`config.mk`:
```
export PLATFORM = sky130hd
export DESIGN_NAME = im_bus_read_arbiter
export DESIGN_NICKNAME = d
export VERILOG_FILES = /design/src/rtl/im_bus_read_arbiter.sv
export SDC_FILE = /design/constraint.sdc
export NUM_CORES = 1
export LEC_CHECK = 0
export ABC_CLOCK_PERIOD_IN_PS = 2650
export BUFFER_PORTS_ARGS = -buffer_cell sky130_fd_sc_hd__buf_2
export CAP_MARGIN = 25
export CORE_AREA = 2 2 90 92
export DETAILED_ROUTE_END_ITERATION = 7
export DIE_AREA = 0 0 92 94
export GPL_ROUTABILITY_DRIVEN = 0
export GPL_TIMING_DRIVEN = 1
export PLACE_DENSITY = 0.75
export SETUP_SLACK_MARGIN = 0.5
export SYNTH_ARGS = -nofsm -noshare
export SYNTH_HDL_FRONTEND = slang
export SYNTH_SLANG_ARGS = --single-unit
```
`constraint.sdc`:
```
create_clock -name clk -period 2.65 [get_ports clk]
set_input_delay 0.265 -clock clk [delete_from_list [all_inputs] [get_ports clk]]
set_output_delay 0.265 -clock clk [all_outputs]
set_load 0.1 [all_outputs]
```
`src/rtl/im_bus_read_arbiter.sv`:
```
// Two-requester round-robin arbiter for the instruction-memory AXI5-Lite read bus.
// AR is registered through a two-state FSM; R beats are steered back combinationally by RID.
module im_bus_read_arbiter #(
    parameter int ALEN    = 32,
    parameter int DLEN    = 32,
    parameter int ILEN    = 4,
    parameter int MAX_OUT = 4
) (
    input  logic                             clk,
    input  logic                             rst,

    input  logic                             i_req0_arvalid,
    output logic                             o_req0_arready,
    input  logic [ALEN-1:0]                  i_req0_araddr,
    input  logic [2:0]                       i_req0_arprot,
    output logic                             o_req0_rvalid,
    input  logic                             i_req0_rready,
    output logic [DLEN-1:0]                  o_req0_rdata,
    output logic [1:0]                       o_req0_rresp,

    input  logic                             i_req1_arvalid,
    output logic                             o_req1_arready,
    input  logic [ALEN-1:0]                  i_req1_araddr,
    input  logic [2:0]                       i_req1_arprot,
    output logic                             o_req1_rvalid,
    input  logic                             i_req1_rready,
    output logic [DLEN-1:0]                  o_req1_rdata,
    output logic [1:0]                       o_req1_rresp,

    output logic                             o_im_bus_arvalid,
    input  logic                             i_im_bus_arready,
    output logic [ALEN-1:0]                  o_im_bus_araddr,
    output logic [2:0]                       o_im_bus_arprot,
    output logic [ILEN-1:0]                  o_im_bus_arid,

    input  logic                             i_im_bus_rvalid,
    output logic                             o_im_bus_rready,
    input  logic [DLEN-1:0]                  i_im_bus_rdata,
    input  logic [1:0]                       i_im_bus_rresp,
    input  logic [ILEN-1:0]                  i_im_bus_rid,

    output logic [$clog2(MAX_OUT+1)-1:0]     o_outstanding,
    output logic                             o_err_rid
);

    localparam int CW = $clog2(MAX_OUT + 1);

    typedef enum logic {
        ST_IDLE  = 1'b0,
        ST_ISSUE = 1'b1
    } state_e;

    state_e            state_q, state_d;
    logic              last_grant_q, last_grant_d;
    logic [ALEN-1:0]   araddr_q, araddr_d;
    logic [2:0]        arprot_q, arprot_d;
    logic [ILEN-1:0]   arid_q, arid_d;
    logic [CW-1:0]     outstanding_q, outstanding_d;
    logic              err_rid_q, err_rid_d;

    logic              credit_ok;
    logic [CW:0]       inflight;
    logic              grant_valid;
    logic              grant_idx;
    logic              ar_hs;
    logic              rid_ok;
    logic              rid_sel;
    logic              r_hs;

    // A read still waiting in ISSUE already holds a credit.
    assign inflight  = {1'b0, outstanding_q} + {{CW{1'b0}}, state_q == ST_ISSUE};
    assign credit_ok = inflight < (CW+1)'(MAX_OUT);

    always_comb begin
        // NOTE: every always_comb output gets a default first so no path can infer a latch.
        grant_valid = 1'b0;
        grant_idx   = 1'b0;
        if (state_q == ST_IDLE && credit_ok) begin
            if (i_req0_arvalid && i_req1_arvalid) begin
                grant_valid = 1'b1;
                grant_idx   = ~last_grant_q;
            end else if (i_req0_arvalid) begin
                grant_valid = 1'b1;
                grant_idx   = 1'b0;
            end else if (i_req1_arvalid) begin
                grant_valid = 1'b1;
                grant_idx   = 1'b1;
            end
        end
    end

    assign ar_hs = (state_q == ST_ISSUE) && i_im_bus_arready;

    // FSM state register and all other sequential state.
    always_ff @(posedge clk) begin
        if (rst) begin
            state_q       <= ST_IDLE;
            last_grant_q  <= 1'b1;
            araddr_q      <= '0;
            arprot_q      <= '0;
            arid_q        <= '0;
            outstanding_q <= '0;
            err_rid_q     <= 1'b0;
        end else begin
            // NOTE: non-blocking assignments so every flop samples pre-edge values.
            state_q       <= state_d;
            last_grant_q  <= last_grant_d;
            araddr_q      <= araddr_d;
            arprot_q      <= arprot_d;
            arid_q        <= arid_d;
            outstanding_q <= outstanding_d;
            err_rid_q     <= err_rid_d;
        end
    end

    // FSM next-state and AR payload capture.
    always_comb begin
        state_d      = state_q;
        last_grant_d = last_grant_q;
        araddr_d     = araddr_q;
        arprot_d     = arprot_q;
        arid_d       = arid_q;
        unique case (state_q)
            ST_IDLE: begin
                if (grant_valid) begin
                    state_d      = ST_ISSUE;
                    last_grant_d = grant_idx;
                    araddr_d     = grant_idx ? i_req1_araddr : i_req0_araddr;
                    arprot_d     = grant_idx ? i_req1_arprot : i_req0_arprot;
                    arid_d       = ILEN'(grant_idx);
                end
            end
            ST_ISSUE: begin
                if (i_im_bus_arready) begin
                    state_d = ST_IDLE;
                end
            end
            default: state_d = ST_IDLE;
        endcase
    end

    // FSM outputs.
    always_comb begin
        o_req0_arready   = grant_valid && !grant_idx;
        o_req1_arready   = grant_valid && grant_idx;
        o_im_bus_arvalid = (state_q == ST_ISSUE);
    end

    assign o_im_bus_araddr = araddr_q;
    assign o_im_bus_arprot = arprot_q;
    assign o_im_bus_arid   = arid_q;

    // Only IDs 0/1 are legal, and only while a read is actually on the bus.
    assign rid_ok  = ((i_im_bus_rid >> 1) == '0) && (outstanding_q != '0);
    assign rid_sel = i_im_bus_rid[0];

    always_comb begin
        o_req0_rvalid   = 1'b0;
        o_req1_rvalid   = 1'b0;
        o_im_bus_rready = 1'b1;
        if (rid_ok) begin
            o_req0_rvalid   = i_im_bus_rvalid && !rid_sel;
            o_req1_rvalid   = i_im_bus_rvalid && rid_sel;
            o_im_bus_rready = rid_sel ? i_req1_rready : i_req0_rready;
        end
    end

    assign o_req0_rdata = i_im_bus_rdata;
    assign o_req0_rresp = i_im_bus_rresp;
    assign o_req1_rdata = i_im_bus_rdata;
    assign o_req1_rresp = i_im_bus_rresp;

    assign r_hs = i_im_bus_rvalid && rid_ok && o_im_bus_rready;

    always_comb begin
        outstanding_d = outstanding_q;
        unique case ({ar_hs, r_hs})
            2'b10:   outstanding_d = outstanding_q + CW'(1);
            2'b01:   outstanding_d = outstanding_q - CW'(1);
            default: outstanding_d = outstanding_q;
        endcase
        err_rid_d = err_rid_q || (i_im_bus_rvalid && !rid_ok);
    end

    assign o_outstanding = outstanding_q;
    assign o_err_rid     = err_rid_q;

endmodule

```
Word level (Yosys, flattened, before mapping)
Cells that the tools add are included.
Cells by class
  add/subtract/negate cells: 3
  magnitude comparators: 1
  eq/ne operators: 2
  multiplexer cells: 17
  bitwise operators: 2
  reduce and logical (&&, ||, !) cells: 19
Operator list (number)
  $mux W32: 1
  $mux W1: 13
  $logic_and A1 B1 Y1: 11
  $pmux W3 S2: 1
  $add A3 B1 Y4: 1
  $logic_not A4 Y1: 1
  $lt A4 B3 Y1 const B: 1
  $add A3 B1 Y3 const B: 1
  $logic_not A1 Y1: 3
  $mux W3: 1
  $reduce_bool A3 Y1: 1
  $sub A3 B1 Y3 const B: 1
  $eq A2 B1 Y1 const B: 1
  $eq A2 B2 Y1 const B: 1
  $not A1 Y1: 2
  $pmux W1 S2: 1
  $reduce_and A2 Y1: 1
  $reduce_bool A2 Y1: 1
  $logic_or A1 B1 Y1: 1
Storage, ports and cells
  register bits after elaboration: 42
  output and inout port bits: 117
  word-level logic and storage cells: 51

Depth between registers and ports, before layout
  depth in word-level cells: 6
  depth in mapped cells: 9
  mapped depth without buffers: 9

Least setup slack after synthesis
No wires, ideal clock.
  kind: flip-flop to output port
  start point: reg outstanding_q[2], in the netlist o_outstanding[2]
  end point: out o_req0_rvalid
  data arrival time: 2.653 ns
  data required time: 2.385 ns
  path slack: -0.268 ns
  stages on the path, launching flop included: 4
  cell sequence: dfxtp_1 nor3_1 nand3b_1 nor2_1
On the way
  longest elaborated chain between the ends: 3
Ends and longest elaborated chain
  from (decl): RTL line 58  | logic [CW-1:0] outstanding_q, outstanding_d;
  from (signal assigned): RTL line 111  | outstanding_q <= outstanding_d;
  $reduce_bool A3 Y1: RTL line 154  | assign rid_ok = ((i_im_bus_rid >> 1) == '0) && (outstanding_q != '0);
  $logic_and A1 B1 Y1: RTL line 154
  $mux W1: RTL line 161  | if (rid_ok) begin
  to (decl): RTL line 16  | output logic o_req0_rvalid,
Every way passes these cells.

Worst setup path after layout
  start point: reg outstanding_q[1], in the netlist o_outstanding[1]
  end point: reg outstanding_q[2], in the netlist o_outstanding[2]
On the way
  longest elaborated chain between the ends: 6
  elaborated cells on any way between the ends: 11
  classes of those cells: 2 x add/sub; 2 x eq/ne; 2 x mux; 5 x reduce/logical
Ends and longest elaborated chain
  $reduce_bool A3 Y1: RTL line 154
  $logic_and A1 B1 Y1: RTL line 154
  $mux W1 / $logic_and A1 B1 Y1 (equally long branches): RTL line 161, 173
  $logic_and A1 B1 Y1: RTL line 173  | assign r_hs = i_im_bus_rvalid && rid_ok && o_im_bus_rready;
  $eq A2 B1 Y1 / $eq A2 B2 Y1 (equally long branches): RTL line 177  | unique case ({ar_hs, r_hs})
  $pmux W3 S2 / $reduce_bool A2 Y1 (equally long branches)
Parallel ways exist; a longest one is shown, timed or not.
A chain may end at the register's enable or synchronous reset.

==> run_results.csv <==
group,metric,value,unit
floorplanning,die_h,94,µm
global_route,grt_pass1_wl,11.7,mm
pwr,p_leak,0.00128,µW
floorplanning,core,7610,µm²
sta,rsz0062_at_grt,"false",
floorplanning,ios,233,
yosys,synth_edf_count,0,
yosys,synth_ff_type,"dfxtp_1",
route,drt_iter0_drc,98,
finish,multiInputGateArea,1150,µm²
floorplanning,rows,32,
clock_network,clk_pin_slew_worst_paths,0.08,ns
route,drc,0,
pwr,p_seq_share,35.7,%
yosys,syn_area,2670,µm²
global_route,grt_max_degree,58,
run_status,status,"completed",
clock_network,clock_sinks,42,
yosys,synth.distinct_cells,33,
floorplanning,die_area,8650,µm²
critical_path,cp_num_buf_inv,1,
sta,finalHoldViolCount,0,
hold_path,hp-class,"in -> reg",
placed_design,hpwlAfterDp,5.09,mm
route,vias_per_cell,5.44,
critical_path,worst_r2r_endpoint,"o_outstanding[2]$_SDFFE_PP0P_",
sta,setup_tns,0,ns
route,final_antenna_net_count,0,
critical_path,rrSetupSlack,0.56,ns
pwr,power_frac_clock,21.5,%
critical_path,crit_slowest_cell,"dfxtp_4",
sta,fin_crit,2.09,ns
pwr,p_sw,937,µW
yosys,yosys.area.top_type,"dfxtp_1",
critical_path,critical_path.startpoint_type,"flip-flop",
sta,setup_viol,0,
clock_network,cts_tree,"done",
yosys,ys_seq_elements,42,
sta,drv_slew,0,
clock_network,clock-root-buffer,"clkbuf_8",
pwr,ir_worst_vdd,322,µV
placed_design,io_buffers,127,
critical_path,path_cells,"nor3_4 > nand3b_1 > nor2_1 > ha_2 > inv_1 > fa_1 > xor2_1 > or3_1 > a21oi_1",
yosys,syn_avg_cell_area,8.10,µm²
critical_path,arrival,2.29,ns
route,wl_per_cell,15.6,µm
pwr,internal-power,1090,µW
sta,maxSlewHeadroom,43.6,%
clock_network,cts_buffers,5,
global_route,grt_use_total,16.5,%
clock_network,clkLatencyLatePin,0.29,ns
finish,syn_to_final_growth,12.7,%
floorplanning,start_util,35.0,%
route,vias,2583,
clock_network,cts_htree_levels,2,
yosys,seq_area_frac_synth,31.5,%
sta,min_period_over_period,78.8,%
route,drt_pass1_iterations,4,
finish,fin_area,3010,µm²
finish,layout-drive-gt1-share,44.0,%
critical_path,critPathCaptureType,"flip-flop",
pwr,power.density,673,nW/µm²
finish,n_antenna_cell,0,
global_route,grt_antenna_before_repair,0,
job,drv_cap,0,
global_route,grt_pass1_vias,2471,
pwr,switching_share,46.3,%
floorplanning,die_w,92,µm
yosys,netlist_top_cells_area,"dfxtp_1, buf_4, nor4_1",
hold_path,min_from,"i_req1_araddr[28]",
yosys,async_reset_ff_share,0,%
hold_path,holdPathStages,3,
sta,skew,0.00622,ns
yosys,yosysTopAreaCellShare,31.5,%
critical_path,regToRegStartpoint,"o_outstanding[1]$_SDFFE_PP0P_",
critical_path,slowest_delay,0.37,ns
clock_network,cts_max_path_buffers,2,
finish,fillers,802,
route,routed_wl,7.42,mm
critical_path,criticalPathCategory,"reg -> reg",
pwr,combPwrFrac,42.8,%
finish,regArea,853,µm²
critical_path,r2r_cells,9,
yosys,syn_inst,329,
sta,worstMarginPinSlew,0.846,ns
critical_path,cp_max_fo,4,
sta,fmax,479,MHz
finish,nets,490,
critical_path,worstPathRequired,2.86,ns
yosys,ys.warnings.count,0,
critical_path,critPathTopFamily,"simple AND/OR/NAND/NOR gates",
global_route,grt.overflow.total,0,
placed_design,post_dp_cell_area,2850,µm²
hold_path,whs_endpoint,"o_im_bus_araddr[28]$_SDFFE_PP0P_",
clock_network,postCtsHoldBufs,0,
worst min-delay path, cell delays in order:
cell     delay (ns)
buf_2          0.10
nand3_1        0.05
a31oi_1        0.06
layout make-up:
class	instances	share of cell area, %
multi-input cells	181	38.3
flip-flops and latches	42	28.4
repair buffers	137	25.3
well taps	102	4.25
clock buffers	6	2.75
inverters	5	0.624
clock inverters	2	0.416
worst max-delay path by stage:
stage | start | to | slack (ns) | cells after the start
2_1_floorplan | o_outstanding[2]$_SDFFE_PP0P_ | o_outstanding[2]$_SDFFE_PP0P_ | 0.50 | 9
3_3_place_gp | i_im_bus_rid[2] | o_outstanding[2]$_SDFFE_PP0P_ | 0.54 | 10
3_5_place_dp | i_im_bus_rid[2] | o_outstanding[2]$_SDFFE_PP0P_ | 0.43 | 10
4_1_cts | o_outstanding[2]$_SDFFE_PP0P_ | o_outstanding[2]$_SDFFE_PP0P_ | 0.56 | 9
5_1_grt | o_outstanding[1]$_SDFFE_PP0P_ | o_outstanding[2]$_SDFFE_PP0P_ | 0.44 | 9
6_report | o_outstanding[1]$_SDFFE_PP0P_ | o_outstanding[2]$_SDFFE_PP0P_ | 0.56 | 9
power by group through the flow:
stage / clock, µW / sequential (µW) / combinational, µW
5_1_grt: 476 / 731 / 909
4_1_cts: 461 / 724 / 853
3_5_place_dp: 0 / 737 / 852
2_1_floorplan: 0 / 1160 / 744
3_3_place_gp: 0 / 736 / 844
6_report: 435 / 723 / 865
what timing repair did:
item	CTS	global route
buffers inserted	0	4
endpoints found under the setup margin	0	1
gates resized for setup	0	1
routing by layer:
| metal | share of wire, % | GRT usage [%] | up-vias |
|---|---|---|---|
| li1 | - | - | 1228 |
| met1 | 40 | 18.9 | 1205 |
| met2 | 50 | 30.3 | 130 |
| met3 | 8.0 | 4.01 | 20 |
| met4 | 1.9 | 4.60 | 0 |
| met5 | 0 | 0 | - |
sequential cells by signal, indices dropped and copies added (netlist names):
| register | flops |
|---|---|
| o_im_bus_arprot | 3 |
| o_im_bus_arid | 1 |
| last_grant_q | 1 |
| o_outstanding | 3 |
| o_im_bus_araddr | 32 |
| o_err_rid | 1 |
| o_im_bus_arvalid | 1 |
cell families (layout without fill, tap and decap cells):
kind of cell             count (synthesis)  after routing  share of synthesized area, %
adder cells (fa/ha/maj)                  2              2                          1.22
buffers and inverters                  108            150                          26.8
multiplexers                             1              1                         0.375
flip-flops                              42             42                          31.5
AND/OR/NAND/NOR                        113            113                          26.4
AO/OA/AOI/OAI                           60             60                          12.9
other                                    1              3                         0.141
XOR/XNOR                                 2              2                         0.657
synthesized netlist by cell type (2+ instances only):
library cell and instances:
a21oi_1 26, a31oi_1 14, buf_2 13, buf_4 72, buf_6 3, clkbuf_1 15
dfxtp_1 42, inv_1 5, nand2_1 4, nand2b_1 2, nand3_1 14, nand4_1 14
nor2_1 7, nor3_1 2, nor4_1 57, nor4_2 6, o21ai_0 16, xor2_1 2
placed cells by master (no fill, tap or decap), types with 2 or more instances in the layout:
cell / n
a21oi_1: 26
a31oi_1: 14
buf_12: 2
buf_2: 125
buf_4: 9
clkbuf_8: 6
conb_1: 3
dfxtp_1: 38
dfxtp_4: 3
inv_1: 5
nand2_1: 4
nand2b_1: 2
nand3_1: 14
nand4_1: 14
nor2_1: 4
nor2_4: 3
nor4_1: 57
nor4_2: 6
o21ai_0: 16
xor2_1: 2
through the flow:
step | instances | hold slack, ns | util, % | setup WS (ns) | total power [µW]
floorplan | 331 | 0.411 | - | 0.502 | 1900
global placement | 462 | 0.438 | 37.5 | 0.543 | 1580
detailed placement | 462 | 0.442 | 37.5 | 0.433 | 1590
CTS | 470 | 0.219 | 38.7 | 0.563 | 2040
global route | 475 | 0.227 | 39.5 | 0.438 | 2120
finish | 475 | 0.231 | 39.5 | 0.562 | 2020
(Power assumes the default switching activity.)
